File: src/rtl/fp_add_align_if.sv
// ---------------------------------------------------------------------------
// fp_add_align_if
// Bundles the operand-side and result-side handshakes of the FP add/sub
// alignment front end into one interface.
//
// Signals:
//   in_valid, in_ready    operand-pair handshake
//   op_a, op_b            binary32 operands
//   op_sub                1 = A-B, 0 = A+B
//   out_valid, out_ready  aligned-result handshake
//   exp_large_out         effective exponent of the larger-magnitude operand
//   sign_large            sign of the larger operand (after op_sub)
//   eff_sub               effective subtraction flag
//   mant_large            {hidden, fraction, GRS zeros}
//   mant_small_aligned    right-aligned smaller mantissa, LSB = sticky
//   is_nan, is_inf        special-value flags (zero unless FP_ALIGN_SPECIAL_EN)
//
// Modports:
//   slave   the alignment block itself
//   master  the producer/consumer around it (testbench or pipeline glue)
// ---------------------------------------------------------------------------
interface fp_add_align_if #(
  parameter int MANT_W = 23,
  parameter int EXP_W  = 8,
  parameter int GRS_W  = 3
);
  localparam int OP_W = 1 + EXP_W + MANT_W;
  localparam int AL_W = MANT_W + 1 + GRS_W;

  logic              in_valid;
  logic              in_ready;
  logic [OP_W-1:0]   op_a;
  logic [OP_W-1:0]   op_b;
  logic              op_sub;
  logic              out_valid;
  logic              out_ready;
  logic [EXP_W-1:0]  exp_large_out;
  logic              sign_large;
  logic              eff_sub;
  logic [AL_W-1:0]   mant_large;
  logic [AL_W-1:0]   mant_small_aligned;
  logic              is_nan;
  logic              is_inf;

  modport slave (
    input  in_valid, op_a, op_b, op_sub, out_ready,
    output in_ready, out_valid, exp_large_out, sign_large, eff_sub,
           mant_large, mant_small_aligned, is_nan, is_inf
  );

  modport master (
    output in_valid, op_a, op_b, op_sub, out_ready,
    input  in_ready, out_valid, exp_large_out, sign_large, eff_sub,
           mant_large, mant_small_aligned, is_nan, is_inf
  );
endinterface

File: src/rtl/fp_add_align.sv
// ---------------------------------------------------------------------------
// fp_add_align
// Front end of the single-precision FP add/sub pipeline. Unpacks two binary32
// operands, restores hidden bits, applies the FSUB sign inversion, orders the
// operands by magnitude (stage 1) and right-aligns the smaller mantissa with
// guard/round/sticky bits (stage 2). Two-stage valid/ready pipeline, latency
// 2, one pair per cycle when the consumer keeps out_ready high.
//
// Ports:
//   clk    rising-edge clock
//   rst_n  asynchronous active-low reset; clears every stage and all outputs
//   bus    fp_add_align_if.slave: operand handshake, result handshake and
//          aligned result fields (see the interface header)
//
// Configuration:
//   FP_ALIGN_SPECIAL_EN  when defined, stage 1 classifies NaN/Inf operands and
//                        the flags ride alongside the data; when undefined
//                        is_nan/is_inf are tied low. The datapath is the same
//                        in both builds.
// ---------------------------------------------------------------------------
module fp_add_align #(
  parameter int MANT_W = 23,
  parameter int EXP_W  = 8,
  parameter int GRS_W  = 3
) (
  input logic           clk,
  input logic           rst_n,
  fp_add_align_if.slave bus
);
  localparam int SIG_W = MANT_W + 1;
  localparam int AL_W  = SIG_W + GRS_W;
  localparam int OP_W  = 1 + EXP_W + MANT_W;

  // Pipeline control
  logic s1_valid, s2_valid;
  logic s1_load, s2_load;

  assign s2_load = !s2_valid || bus.out_ready;
  assign s1_load = !s1_valid || s2_load;

  // Stage 1 unpack
  logic              sign_a, sign_b_eff;
  logic [EXP_W-1:0]  exp_a, exp_b, eexp_a, eexp_b;
  logic [MANT_W-1:0] frac_a, frac_b;
  logic              hid_a, hid_b;
  logic [SIG_W-1:0]  sig_a, sig_b;
  logic              a_large;
  logic              eff_sub_c;

  assign sign_a     = bus.op_a[OP_W-1];
  assign sign_b_eff = bus.op_b[OP_W-1] ^ bus.op_sub;
  assign exp_a      = bus.op_a[OP_W-2 -: EXP_W];
  assign exp_b      = bus.op_b[OP_W-2 -: EXP_W];
  assign frac_a     = bus.op_a[MANT_W-1:0];
  assign frac_b     = bus.op_b[MANT_W-1:0];
  assign hid_a      = |exp_a;
  assign hid_b      = |exp_b;
  // Denormals share the exponent of the smallest normal (1).
  assign eexp_a     = hid_a ? exp_a : EXP_W'(1);
  assign eexp_b     = hid_b ? exp_b : EXP_W'(1);
  assign sig_a      = {hid_a, frac_a};
  assign sig_b      = {hid_b, frac_b};
  // Ties go to A so the ordering is deterministic for equal magnitudes.
  assign a_large    = {eexp_a, sig_a} >= {eexp_b, sig_b};
  assign eff_sub_c  = sign_a ^ sign_b_eff;

  logic [SIG_W-1:0] s1_mant_large, s1_mant_small;
  logic [EXP_W-1:0] s1_exp_large, s1_diff;
  logic             s1_sign_large, s1_eff_sub;

  always_ff @(posedge clk or negedge rst_n) begin
    if (!rst_n) begin
      s1_valid      <= 1'b0;
      s1_mant_large <= '0;
      s1_mant_small <= '0;
      s1_exp_large  <= '0;
      s1_diff       <= '0;
      s1_sign_large <= 1'b0;
      s1_eff_sub    <= 1'b0;
    end else if (s1_load) begin
      s1_valid <= bus.in_valid;
      if (bus.in_valid) begin
        s1_eff_sub <= eff_sub_c;
        if (a_large) begin
          s1_mant_large <= sig_a;
          s1_mant_small <= sig_b;
          s1_exp_large  <= eexp_a;
          s1_diff       <= eexp_a - eexp_b;
          s1_sign_large <= sign_a;
        end else begin
          s1_mant_large <= sig_b;
          s1_mant_small <= sig_a;
          s1_exp_large  <= eexp_b;
          s1_diff       <= eexp_b - eexp_a;
          s1_sign_large <= sign_b_eff;
        end
      end
    end
  end

  // Stage 2 align: anything shifted past the LSB collapses into the sticky bit.
  logic [AL_W-1:0] small_ext, shifted, lost_mask, aligned;
  logic            sticky;

  always_comb begin
    small_ext = {s1_mant_small, GRS_W'(0)};
    shifted   = '0;
    lost_mask = '0;
    sticky    = 1'b0;
    if (s1_diff >= EXP_W'(AL_W)) begin
      aligned = {{(AL_W-1){1'b0}}, |s1_mant_small};
    end else begin
      shifted   = small_ext >> s1_diff;
      lost_mask = ~({AL_W{1'b1}} << s1_diff);
      sticky    = |(small_ext & lost_mask);
      aligned   = {shifted[AL_W-1:1], shifted[0] | sticky};
    end
  end

  logic [EXP_W-1:0] out_exp;
  logic             out_sign, out_eff_sub;
  logic [AL_W-1:0]  out_mant_large, out_mant_small;

  always_ff @(posedge clk or negedge rst_n) begin
    if (!rst_n) begin
      s2_valid       <= 1'b0;
      out_exp        <= '0;
      out_sign       <= 1'b0;
      out_eff_sub    <= 1'b0;
      out_mant_large <= '0;
      out_mant_small <= '0;
    end else if (s2_load) begin
      s2_valid <= s1_valid;
      if (s1_valid) begin
        out_exp        <= s1_exp_large;
        out_sign       <= s1_sign_large;
        out_eff_sub    <= s1_eff_sub;
        out_mant_large <= {s1_mant_large, GRS_W'(0)};
        out_mant_small <= aligned;
      end
    end
  end

`ifdef FP_ALIGN_SPECIAL_EN
  // Special-value classification, carried with the data through both stages.
  logic nan_a, nan_b, inf_a, inf_b, nan_c, inf_c;
  logic s1_is_nan, s1_is_inf, out_is_nan, out_is_inf;

  assign nan_a = (&exp_a) && (|frac_a);
  assign nan_b = (&exp_b) && (|frac_b);
  assign inf_a = (&exp_a) && !(|frac_a);
  assign inf_b = (&exp_b) && !(|frac_b);
  // Inf - Inf (after sign inversion) has no defined result.
  assign nan_c = nan_a || nan_b || (eff_sub_c && inf_a && inf_b);
  assign inf_c = (inf_a || inf_b) && !nan_c;

  always_ff @(posedge clk or negedge rst_n) begin
    if (!rst_n) begin
      s1_is_nan  <= 1'b0;
      s1_is_inf  <= 1'b0;
      out_is_nan <= 1'b0;
      out_is_inf <= 1'b0;
    end else begin
      if (s1_load && bus.in_valid) begin
        s1_is_nan <= nan_c;
        s1_is_inf <= inf_c;
      end
      if (s2_load && s1_valid) begin
        out_is_nan <= s1_is_nan;
        out_is_inf <= s1_is_inf;
      end
    end
  end

  assign bus.is_nan = out_is_nan;
  assign bus.is_inf = out_is_inf;
`else
  assign bus.is_nan = 1'b0;
  assign bus.is_inf = 1'b0;
`endif

  assign bus.in_ready           = s1_load;
  assign bus.out_valid          = s2_valid;
  assign bus.exp_large_out      = out_exp;
  assign bus.sign_large         = out_sign;
  assign bus.eff_sub            = out_eff_sub;
  assign bus.mant_large         = out_mant_large;
  assign bus.mant_small_aligned = out_mant_small;
endmodule

File: src/flat_wrapper.sv
// flat-port wrapper written by rule: the top's interface ports become plain ports
module fp_add_align_flat 
#(
  parameter int MANT_W = 23,
  parameter int EXP_W  = 8,
  parameter int GRS_W  = 3
)
  (clk, rst_n, bus_in_valid, bus_op_a, bus_op_b, bus_op_sub, bus_out_ready, bus_in_ready, bus_out_valid, bus_exp_large_out, bus_sign_large, bus_eff_sub, bus_mant_large, bus_mant_small_aligned, bus_is_nan, bus_is_inf);
  fp_add_align_if #(.MANT_W(MANT_W), .EXP_W(EXP_W), .GRS_W(GRS_W)) bus_i ();
  input logic clk;
  input logic rst_n;
  input wire logic [$bits(bus_i.in_valid)-1:0] bus_in_valid;
  input wire logic [$bits(bus_i.op_a)-1:0] bus_op_a;
  input wire logic [$bits(bus_i.op_b)-1:0] bus_op_b;
  input wire logic [$bits(bus_i.op_sub)-1:0] bus_op_sub;
  input wire logic [$bits(bus_i.out_ready)-1:0] bus_out_ready;
  output wire logic [$bits(bus_i.in_ready)-1:0] bus_in_ready;
  output wire logic [$bits(bus_i.out_valid)-1:0] bus_out_valid;
  output wire logic [$bits(bus_i.exp_large_out)-1:0] bus_exp_large_out;
  output wire logic [$bits(bus_i.sign_large)-1:0] bus_sign_large;
  output wire logic [$bits(bus_i.eff_sub)-1:0] bus_eff_sub;
  output wire logic [$bits(bus_i.mant_large)-1:0] bus_mant_large;
  output wire logic [$bits(bus_i.mant_small_aligned)-1:0] bus_mant_small_aligned;
  output wire logic [$bits(bus_i.is_nan)-1:0] bus_is_nan;
  output wire logic [$bits(bus_i.is_inf)-1:0] bus_is_inf;
  assign bus_i.in_valid = bus_in_valid;
  assign bus_i.op_a = bus_op_a;
  assign bus_i.op_b = bus_op_b;
  assign bus_i.op_sub = bus_op_sub;
  assign bus_i.out_ready = bus_out_ready;
  assign bus_in_ready = bus_i.in_ready;
  assign bus_out_valid = bus_i.out_valid;
  assign bus_exp_large_out = bus_i.exp_large_out;
  assign bus_sign_large = bus_i.sign_large;
  assign bus_eff_sub = bus_i.eff_sub;
  assign bus_mant_large = bus_i.mant_large;
  assign bus_mant_small_aligned = bus_i.mant_small_aligned;
  assign bus_is_nan = bus_i.is_nan;
  assign bus_is_inf = bus_i.is_inf;
  fp_add_align #(.MANT_W(MANT_W), .EXP_W(EXP_W), .GRS_W(GRS_W)) u_core (.clk(clk), .rst_n(rst_n), .bus(bus_i));
endmodule
File: config.mk
export PLATFORM = sky130hd
export DESIGN_NAME = fp_add_align_flat
export DESIGN_NICKNAME = d
export VERILOG_FILES = /design/src/rtl/fp_add_align_if.sv /design/src/rtl/fp_add_align.sv /design/src/flat_wrapper.sv
export SDC_FILE = /design/constraint.sdc
export NUM_CORES = 1
export LEC_CHECK = 0
export ABC_AREA = 1
export CORE_MARGIN = 1
export CORE_UTILIZATION = 60
export DETAILED_ROUTE_END_ITERATION = 6
export GPL_ROUTABILITY_DRIVEN = 0
export PLACE_DENSITY_LB_ADDON = 0.25
export SYNTH_ARGS = -nofsm -noshare
export SYNTH_HDL_FRONTEND = slang
export SYNTH_SLANG_ARGS = --single-unit
File: constraint.sdc
create_clock -name clk -period 2.3 [get_ports clk]
set_input_delay 0.575 -clock clk [delete_from_list [all_inputs] [get_ports clk]]
set_output_delay 0.575 -clock clk [all_outputs]
set_load 0.03 [all_outputs]
==> metrics.md, run 1 <==
| Metric | Value |
|---|---|
| Status | did not finish |
| Last stage reached | global routing |
| Err | [ERROR GRT-0232] Routing congestion too high. Check the congestion heatmap in the GUI. |
| Initial Util | 0.622 |
| I/O Pins | 137 |
| Proportion of synthesized area in mux cells | 0 |
| # rows | 44 |
| Post-synth EDFFs | 0 |
| Aggregate global routing overflow | 164 |
| Post-Syn Area per Cell | 6.71 um2 |
| Sequential share of the synthesized area | 0.353 |
| Ys Warns | 0 |
| Unique masters post-synth | 41 |
| H-tree lvl count | 4 |
| Die W | ~130 um |
| Largest family of logic cells by synthesized area | simple AND/OR/NAND/NOR gates |
| Cells after Synth | 1,364 |
| HPWL reported at the end of detailed placement | 19,800 um |
| Worst-path endpoint category | sequential cell input |
| Synth Area in Simple Gates | 0.393 |
| Complex-gate fraction of the synthesized area | 0.0718 |
| Worst_ep grt | u_core.s1_mant_large[0]$_DFFE_PN0P_/D |
| Synth Area in XOR/XNOR | 0.0115 |
| Top_reg_cell synth | dfrtp_1 |
| Clock tree buffer depth | 2 |
| Dpl cells | 1,712 |
| Cts bufs inserted | 17 |
| Synth Register Bits | 129 |
| Pin count of the biggest net entering global routing | 64 |
| Async SR Flop Fraction | 1.00 |
| CTS Hold Bufs | 0 |
| Die Ht | about 130 um |
| Synthesized area | around 0.009 mm2 |
| Port Buf Inserts | approximately 130 |
| GRT Util Overall | 0.819 |
| CTS root buffer | clkbuf_16 |
| Post-DP Area | 0.0113 mm2 |
| Adder-cell area share of the yosys netlist | 0.0591 |
| Clock sinks | 129 |
-- timing repair --
item	4_1_cts
endpoints found under the hold margin	0
buffers inserted	30
gates resized for setup	117
cloned	10
endpoints found under the setup margin	64
pin swaps	47
-- layer usage --
layer,GRT overflow,global-route usage
met4,71,0.879
met3,2,0.654
met1,0,0.822
met5,0,0.170
met2,91,0.982
-- cells by family after synthesis --
kind of cell    after synthesis
flops                       129
other cells                   1
fa+ha+maj                    42
buf+inv                     221
compound gates              115
simple gates                844
xor+xnor                     12
-- Yosys cell counts, types with 2 or more instances --
| cell | count | area, um2 |
|---|---|---|
| buf_4 | 14 | 105 |
| nand2_1 | 553 | 2080 |
| or2_2 | 6 | 37.5 |
| nor3_1 | 2 | 10.0 |
| clkbuf_1 | 39 | 146 |
| xor2_1 | 10 | 87.6 |
| nor4_1 | 5 | 31.3 |
| o211ai_1 | 18 | 135 |
| buf_6 | 14 | 158 |
| a21oi_1 | 28 | 140 |
| ha_1 | 40 | 500 |
| dfrtp_1 | 129 | 3230 |
| nand2_2 | 2 | 12.5 |
| a21o_1 | 2 | 15.0 |
| fa_1 | 2 | 40.0 |
| o21ai_0 | 54 | 270 |
| nor2_2 | 2 | 12.5 |
| o21ai_1 | 3 | 15.0 |
| nand3_1 | 150 | 751 |
| a21boi_0 | 2 | 15.0 |
| buf_1 | 11 | 41.3 |
| inv_1 | 113 | 424 |
| nor2_1 | 46 | 173 |
| inv_2 | 8 | 30.0 |
| nand4_1 | 73 | 457 |
| o31ai_1 | 2 | 15.0 |
| o21a_1 | 2 | 15.0 |
| buf_2 | 20 | 100 |
| xnor2_1 | 2 | 17.5 |
-- per-stage QoR --
| stage | setup WS, ns | TNS (ns) | utilization |
|---|---|---|---|
| floorplan | -0.143 | -4.57 | - |
| CTS | -0.306 | -16.60 | 0.863 |
| detailed placement | -1.03 | -63.11 | 0.770 |
| global placement | -0.898 | -55.57 | 0.770 |
==> run 2: changes to the inputs <==
CORE_UTILIZATION = 40   (was 60)
PLACE_DENSITY_LB_ADDON = 0.15   (was 0.25)
==> run 2 against run 1 <==
The flow now finishes, with violations (setup timing). Synthesized cell count did not move. Synthesized area did not move.
==> metrics.md, run 2 <==
| Metric | Value |
|---|---|
| Status | finished with violations (was did not finish) |
| Failing checks | setup timing |
| RSZ-0062 raised after global routing | true |
| Post-layout minimum cycle time | 2.48 ns |
| Post-synth top area share | 0.353 (unchanged) |
| Flop pwr share | 0.299 |
| Place WS | -1.01 ns (was -1.03 ns) |
| Total of max-cap violations | 0 |
| Crit-path cells | clkdlybuf4s50_1, ha_4, nand2_1, nor2_2, nand4_1, nor2b_4, nand2_4, nand3_4, buf_6, buf_12, buf_16, nand2_4, nand3_2, nand2_1 |
| Max-Slew Margin vs Limit | 0.668 |
| CP Launch Type | primary input |
| Synth area leaders | dfrtp_1 35%, nand2_1 23%, nand3_1 8.2% (unchanged) |
| Routed vias/inst | ~5.3 |
| Gate power share | 0.467 |
| Post-route setup slack | -0.180 ns |
| Share of cells above drive strength 1 | 0.239 |
| Post-DR wirelength/cell | 15.8 um |
| Area leader, netlist | dfrtp_1 (unchanged) |
| Die Ht | 153 um (was 125 um) |
| Area of the multi-input gates | 0.00562 mm2 |
| Layout Cells excl Fill | 1,892 |
| Antenna cell count | 0 |
| Final setup viols | 64 |
| HPWL reported at the end of detailed placement | 20,800 um (was 19,800 um) |
| DRT iter0 DRCs | 740 |
| Cts bufs inserted | 17 (unchanged) |
| Critical path class | in2reg |
| Most frequent cells in the layout | 510 x nand2_1, 150 x buf_4, 129 x dfrtp_1 |
| Slew Limit Fails | 0 |
| Max frequency | 0.403 GHz |
| Post-Syn Area per Cell | 6.71 um2 (unchanged) |
| Max reg flops | 27 |
| First-pass GRT wire length | between 40,000 and 50,000 um |
| Internal power | ~6400 uW |
| DR vias | 9,964 |
| Clock slew at reported path FFs | 0.06 ns |
| Unique masters post-synth | 41 (unchanged) |
| Sequential share of the synthesized area | 0.353 (unchanged) |
| Hold/Removal Path Class | in2async |
| Port Buf Inserts | 131 (unchanged) |
| Pleak | slightly below 0.007 uW |
| R2R Setup Slk | 0.29 ns |
| Critical Path AT | 2.80 ns |
| Ys Warns | 0 (unchanged) |
| Sw frac | 0.423 |
| Clk network pwr share | 0.234 |
| DRT antenna net count | 0 |
| Peak VDD IR | 0.607 mV |
| DRC Markers | 0 |
| DIE AREA | 0.0235 mm2 |
| Crit path max fanout | 8 |
| R2R cell count | 11 |
| Final Cell Area | around 0.013 mm2 |
| Synth Register Bits | 129 (unchanged) |
| Aggregate global routing overflow | 0 |
| Async SR Flop Fraction | 1.00 (unchanged) |
| CTS Hold Bufs | 0 (unchanged) |
| GRT Util Overall | 0.253 |
| Core Footprint | 0.0221 mm2 |
| # rows | 54 (was 44) |
| Clock sinks | 129 (unchanged) |
| Fill cells | 2,033 |
| Most common library cell in the layout ignoring fill and taps | nand2_1 |
| Post-DP Area | 0.0116 mm2 (was 0.0113 mm2) |
| I/O Pins | 137 (unchanged) |
| Worst slew pin tran | between 0.4 and 0.5 ns |
| Die W | 153 um (was 125 um) |
| Top_reg_cell synth | dfrtp_1 (unchanged) |
| R2R Path Start | u_core.s1_diff[6]$_DFFE_PN0P_ |
| Power Dens Cells | 842 mW/mm2 |
| Clock tree buffer depth | 2 (unchanged) |
| Final hold slack | 0.134 ns |
| Synthesized area | 0.00915 mm2 (unchanged) |
| Post-synth EDFFs | 0 (unchanged) |
| Initial Util | 0.414 (was 0.622) |
| Later-pin clock latency in the skew report | 0.43 ns |
| Worst Path Required | 2.62 ns |
| Dpl cells | 1,820 (was 1,712) |
| Pin count of the biggest net entering global routing | 64 |
| Critical path's largest stage delay | 0.52 ns |
| H-tree lvl count | 4 (unchanged) |
| Slowest-stage cell, CP | clkdlybuf4s50_1 |
| TritonCTS clock tree | built |
| Clock Skew | 0.00812 ns |
| Final nets | 1,710 |
| CTS root buffer | clkbuf_16 (unchanged) |
| Antenna violations before repair | 0 |
| Final period util | 1.08 |
| Cells after Synth | 1,364 (unchanged) |
| Commonest cells post-synth | 553 x nand2_1, 150 x nand3_1, 129 x dfrtp_1 (unchanged) |
| Most frequent cell after synthesis | nand2_1 (unchanged) |
| Crit path capture type | register |
| RR Endpoint | u_core.bus.mant_small_aligned[3]$_DFFE_PN0P_ |
| Drt pass-1 iters | 5 |
| Area grow syn2layout | 45.1% |
| Vias in the first global route | slightly above 9,000 |
| Drt total wl | approximately 30,000 um |
| FF/Latch Area | 0.00323 mm2 |
| Psw | 4730 uW |
| Final Hold Fails | 0 |
-- run 2: cell counts after synthesis --
No cell type changed its count.
-- run 2: cells by family (layout without fill, tap and decap cells) --
| kind of cell | count (synthesis) | after routing | share of synthesized area |
|---|---|---|---|
| other | 1 | 5 | 0.000410 |
| flip-flops | 129 | 129 | 0.353 |
| XOR/XNOR | 12 | 12 | 0.0115 |
| adder cells (fa/ha/maj) | 42 | 42 | 0.0591 |
| AO/OA/AOI/OAI | 115 | 115 | 0.0718 |
| AND/OR/NAND/NOR | 844 | 844 | 0.393 |
| buffers and inverters | 221 | 465 | 0.111 |
-- run 2: stage by stage --
step | power, uW | setup TNS, ns | util
global route | 11900 | -7.99 | 0.601
detailed placement | 8220 | -62.17 | 0.523
global placement | 8170 | -59.20 | 0.523
CTS | 11000 | -5.31 | 0.574
floorplan | 6350 | -4.57 | -
finish | 11200 | -6.00 | 0.601
-- run 2: worst max path at each step --
stage / from / to / slack [ns]
final: bus_op_a[7] / u_core.s1_mant_small[9]$_DFFE_PN0P_ / -0.18
after global placement: bus_op_b[26] / u_core.s1_mant_small[12]$_DFFE_PN0P_ / -0.99
after detailed placement: bus_op_b[26] / u_core.s1_mant_small[12]$_DFFE_PN0P_ / -1.01
after global routing: bus_op_b[30] / u_core.s1_mant_small[9]$_DFFE_PN0P_ / -0.21
after CTS: bus_op_b[28] / u_core.s1_mant_large[21]$_DFFE_PN0P_ / -0.16
after floorplan: bus_op_b[26] / u_core.s1_diff[6]$_DFFE_PN0P_ / -0.14
-- run 2: metal layers --
layer,share of wire,vias to the layer above,track usage
met5,0,-,0
met4,0.018,0,0.0726
met3,0.048,49,0.0306
met2,0.48,312,0.415
met1,0.45,4720,0.350
li1,-,4883,-
-- run 2: power by group through the flow --
stage          logic [uW]  clock network [uW]  registers [uW]
5_1_grt              5730                2750            3410
4_1_cts              5050                2650            3330
2_1_floorplan        2420                   0            3930
3_5_place_dp         4860                   0            3360
6_report             5220                2620            3340
3_3_place_gp         4820                   0            3360
-- run 2: repair_timing --
item	4_1_cts	5_1_grt
endpoints found under the setup margin	64	64
setup buffers	33	5
pin swaps	36	52
cloned	3	4
resized for setup	130	126
-- run 2: critical path: cells and delay by family --
| kind | cells | cell delay (ns) |
|---|---|---|
| buffers and inverters | 4 | 0.91 |
| and+or+nand+nor | 9 | 0.97 |
| adders and majority gates | 1 | 0.32 |
-- run 2: area by class of cell --
type,instances,area share
multi-input combinational,1018,0.424
tap,280,0.0264
clock buffer,18,0.0331
sequential,129,0.243
clock inverter,14,0.00980
timing repair buffer,311,0.227
inverter,122,0.0368
No activity file was read; power rests on OpenSTA's default activity.
==> run 3: changes to the inputs <==
CORE_MARGIN = 1.5   (was 1)
==> run 3 against run 2 <==
Largest cell class unchanged. Maximum frequency decreased by 4.1%. Core utilization fell by 1.2 points. Sequential power barely moved. The run still ends with setup timing left. Combinational power is 2% higher. Critical path depth increased by 7.
==> metrics.md, run 3 (synthesis gave the netlist of run 2 again) <==
| Metric | Value |
|---|---|
| Final Total Pwr | 11,100 uW (was 11,200 uW) |
| Clock tree buffer depth | 2 (unchanged) |
| Cts bufs inserted | 17 (unchanged) |
| Area grow syn2layout | 44.9% (was 45.1%) |
| Internal power | 6400 uW (was 6450 uW) |
| Clock Skew | 0.00777 ns (was 0.00812 ns) |
| Pin count of the biggest net entering global routing | 79 (was 64) |
| DRT antenna net count | 0 (unchanged) |
| Port Buf Inserts | 131 (unchanged) |
| I/O Pins | 137 (unchanged) |
| Hold/Removal Path Class | in2async (unchanged) |
| Antenna cell count | 0 (unchanged) |
| Peak VDD IR | 0.420 mV (was 0.607 mV) |
| Clock slew at reported path FFs | 0.06 ns (about the same) |
| Critical path class | in2reg (unchanged) |
| Max reg flops | 27 (unchanged) |
| Final Hold Fails | 0 (unchanged) |
| Antenna violations before repair | 0 (unchanged) |
| Clk network pwr share | 0.220 (was 0.234) |
| Final nets | 1,722 (was 1,710) |
| TritonCTS clock tree | built (unchanged) |
| Aggregate global routing overflow | 0 (unchanged) |
| Pleak | 0.00686 uW (was 0.00685 uW) |
| Total of max-cap violations | 0 (unchanged) |
| CP Launch Type | primary input (unchanged) |
| First-pass GRT wire length | 49,400 um (was 47,500 um) |
| Slew Limit Fails | 0 (unchanged) |
| Die Ht | 154 um (was 153 um) |
| Later-pin clock latency in the skew report | 0.42 ns (was 0.43 ns) |
| Max frequency | 0.387 GHz (was 0.403 GHz) |
| HPWL reported at the end of detailed placement | 20,700 um (was 20,800 um) |
| Fill cells | 2,078 (was 2,033) |
| DRT iter0 DRCs | 655 (was 740) |
| RSZ-0062 raised after global routing | true (unchanged) |
| DRC Markers | 0 (unchanged) |
| DIE AREA | 0.0238 mm2 (was 0.0235 mm2) |
| Flop pwr share | 0.302 (was 0.299) |
| Drt pass-1 iters | 5 (unchanged) |
| Critical Path AT | 2.96 ns (was 2.80 ns) |
| Drt total wl | 30,500 um (was 30,000 um) |
| Die W | 154 um (was 153 um) |
| Status | finished with violations (unchanged) |
| Core Footprint | 0.0225 mm2 (was 0.0221 mm2) |
| H-tree lvl count | 4 (unchanged) |
| # rows | 55 (was 54) |
| Psw | 4680 uW (was 4730 uW) |
| R2R Setup Slk | 0.29 ns (about the same) |
| Final setup viols | 64 (unchanged) |
| Crit path max fanout | 3 (was 8) |
| Gate power share | 0.478 (was 0.467) |
| Final period util | 1.12 (was 1.08) |
| Vias in the first global route | 9,735 (was 9,273) |
| Failing checks | setup timing (unchanged) |
| Power Dens Cells | 837 mW/mm2 (was 842 mW/mm2) |
| Routed vias/inst | 5.24 (was 5.27) |
| Post-DR wirelength/cell | 16.0 um (was 15.8 um) |
| CTS root buffer | clkbuf_16 (unchanged) |
| Worst Path Required | 2.67 ns (was 2.62 ns) |
| Setup TNS | -13.58 ns (was -6.00 ns) |
| Initial Util | 0.406 (was 0.414) |
| Clock sinks | 129 (unchanged) |
| Most common library cell in the layout ignoring fill and taps | nand2_1 (unchanged) |
| Sw frac | 0.422 (was 0.423) |
| DR vias | 10,000 (was 9,964) |
| Post-layout minimum cycle time | 2.59 ns (was 2.48 ns) |
| Crit path capture type | register (unchanged) |
| Most frequent cells in the layout | 499 x nand2_1, 151 x buf_4, 133 x nand3_1 (was 510 x nand2_1, 150 x buf_4, 129 x dfrtp_1) |
| Post-route setup slack | -0.286 ns (was -0.180 ns) |
| GRT Util Overall | 0.260 (was 0.253) |
| Share of cells above drive strength 1 | 0.229 (was 0.239) |
run 3: changes by cell type in the layout (fill, tap and decap cells not counted), moves of 4 or more:
cell	change
buf_12	+4
buf_2	+6
clkbuf_2	-5
ha_1	+11
ha_4	-9
inv_1	+9
inv_2	-7
inv_6	-5
nand2_1	-11
nand2_2	+18
nand2_4	-7
nand3_1	+12
nand3_2	-13
run 3: worst paths after layout:
kind,start,cells after the start,end
max in group asynchronous,rst_n,2,u_core.s1_diff[3]$_DFFE_PN0P_
min in group clk,u_core.s1_exp_large[2]$_DFFE_PN0P_,2,u_core.bus.exp_large_out[2]$_DFFE_PN0P_
max,bus_op_b[29],21,u_core.s1_diff[6]$_DFFE_PN0P_
min reg2reg,u_core.s1_exp_large[2]$_DFFE_PN0P_,2,u_core.bus.exp_large_out[2]$_DFFE_PN0P_
max reg2reg,u_core.s1_diff[0]$_DFFE_PN0P_,9,u_core.bus.mant_small_aligned[9]$_DFFE_PN0P_
min,rst_n,2,u_core.bus.mant_small_aligned[1]$_DFFE_PN0P_
run 3: cell type report:
class,count,area [um2],area share
Multi-Input combinational cell,1018,5440,0.410
Sequential cell,129,3230,0.244
Timing Repair Buffer,323,3220,0.243
Inverter,122,483,0.0364
Clock buffer,21,460,0.0347
Tap cell,285,357,0.0269
Clock inverter,10,63.8,0.00482
run 3: metrics by stage:
step,area (um2),hold WS [ns],std cells,setup WS (ns),util
detailed placement,11500,0.455,1825,-1.11,0.513
CTS,13000,0.159,1901,-0.127,0.577
finish,13300,0.142,1908,-0.286,0.589
floorplan,9280,0.279,1368,-0.143,-
global placement,11500,0.455,1825,-1.05,0.513
global route,13300,0.173,1908,-0.426,0.589
run 3: metal layers:
metal	wire length (um)	vias up	part of all wire	GRT usage
met5	0	-	0	0
met1	13700	4700	0.45	0.348
met2	14600	352	0.48	0.429
li1	-	4898	-	-
met4	675	0	0.022	0.0892
met3	1570	54	0.051	0.0389
run 3: power by group through the flow:
stage / clock network [uW] / logic [uW] / registers (uW)
after floorplan: 0 / 2420 / 3930
after global placement: 0 / 4820 / 3370
after detailed placement: 0 / 4870 / 3370
after CTS: 2470 / 5150 / 3340
after global routing: 2580 / 5820 / 3420
final: 2430 / 5300 / 3350
run 3: worst max-delay path: stages:
cell and delay (ns):
buf_6 0.09, inv_2 0.04, nand4_1 0.17, nor4_4 0.32, buf_6 0.15, buf_6 0.10, nor2_4 0.03, buf_6 0.11
inv_4 0.05, ha_4 0.13, inv_2 0.04, fa_2 0.39, nand2_2 0.08, and2_4 0.13, nor2_1 0.03, nor2_1 0.12
xnor2_1 0.14, nand2_2 0.06, nand2_1 0.05, nand2_1 0.05, nand2_1 0.07
run 3: what timing repair did:
| item | 4_1_cts | 5_1_grt |
|---|---|---|
| gates resized for setup | 161 | 64 |
| hold buffers | 0 | 0 |
| setup buffers | 37 | 8 |
| cloned | 9 | 5 |
| pin swaps | 65 | 84 |
| endpoints found under the setup margin | 64 | 66 |
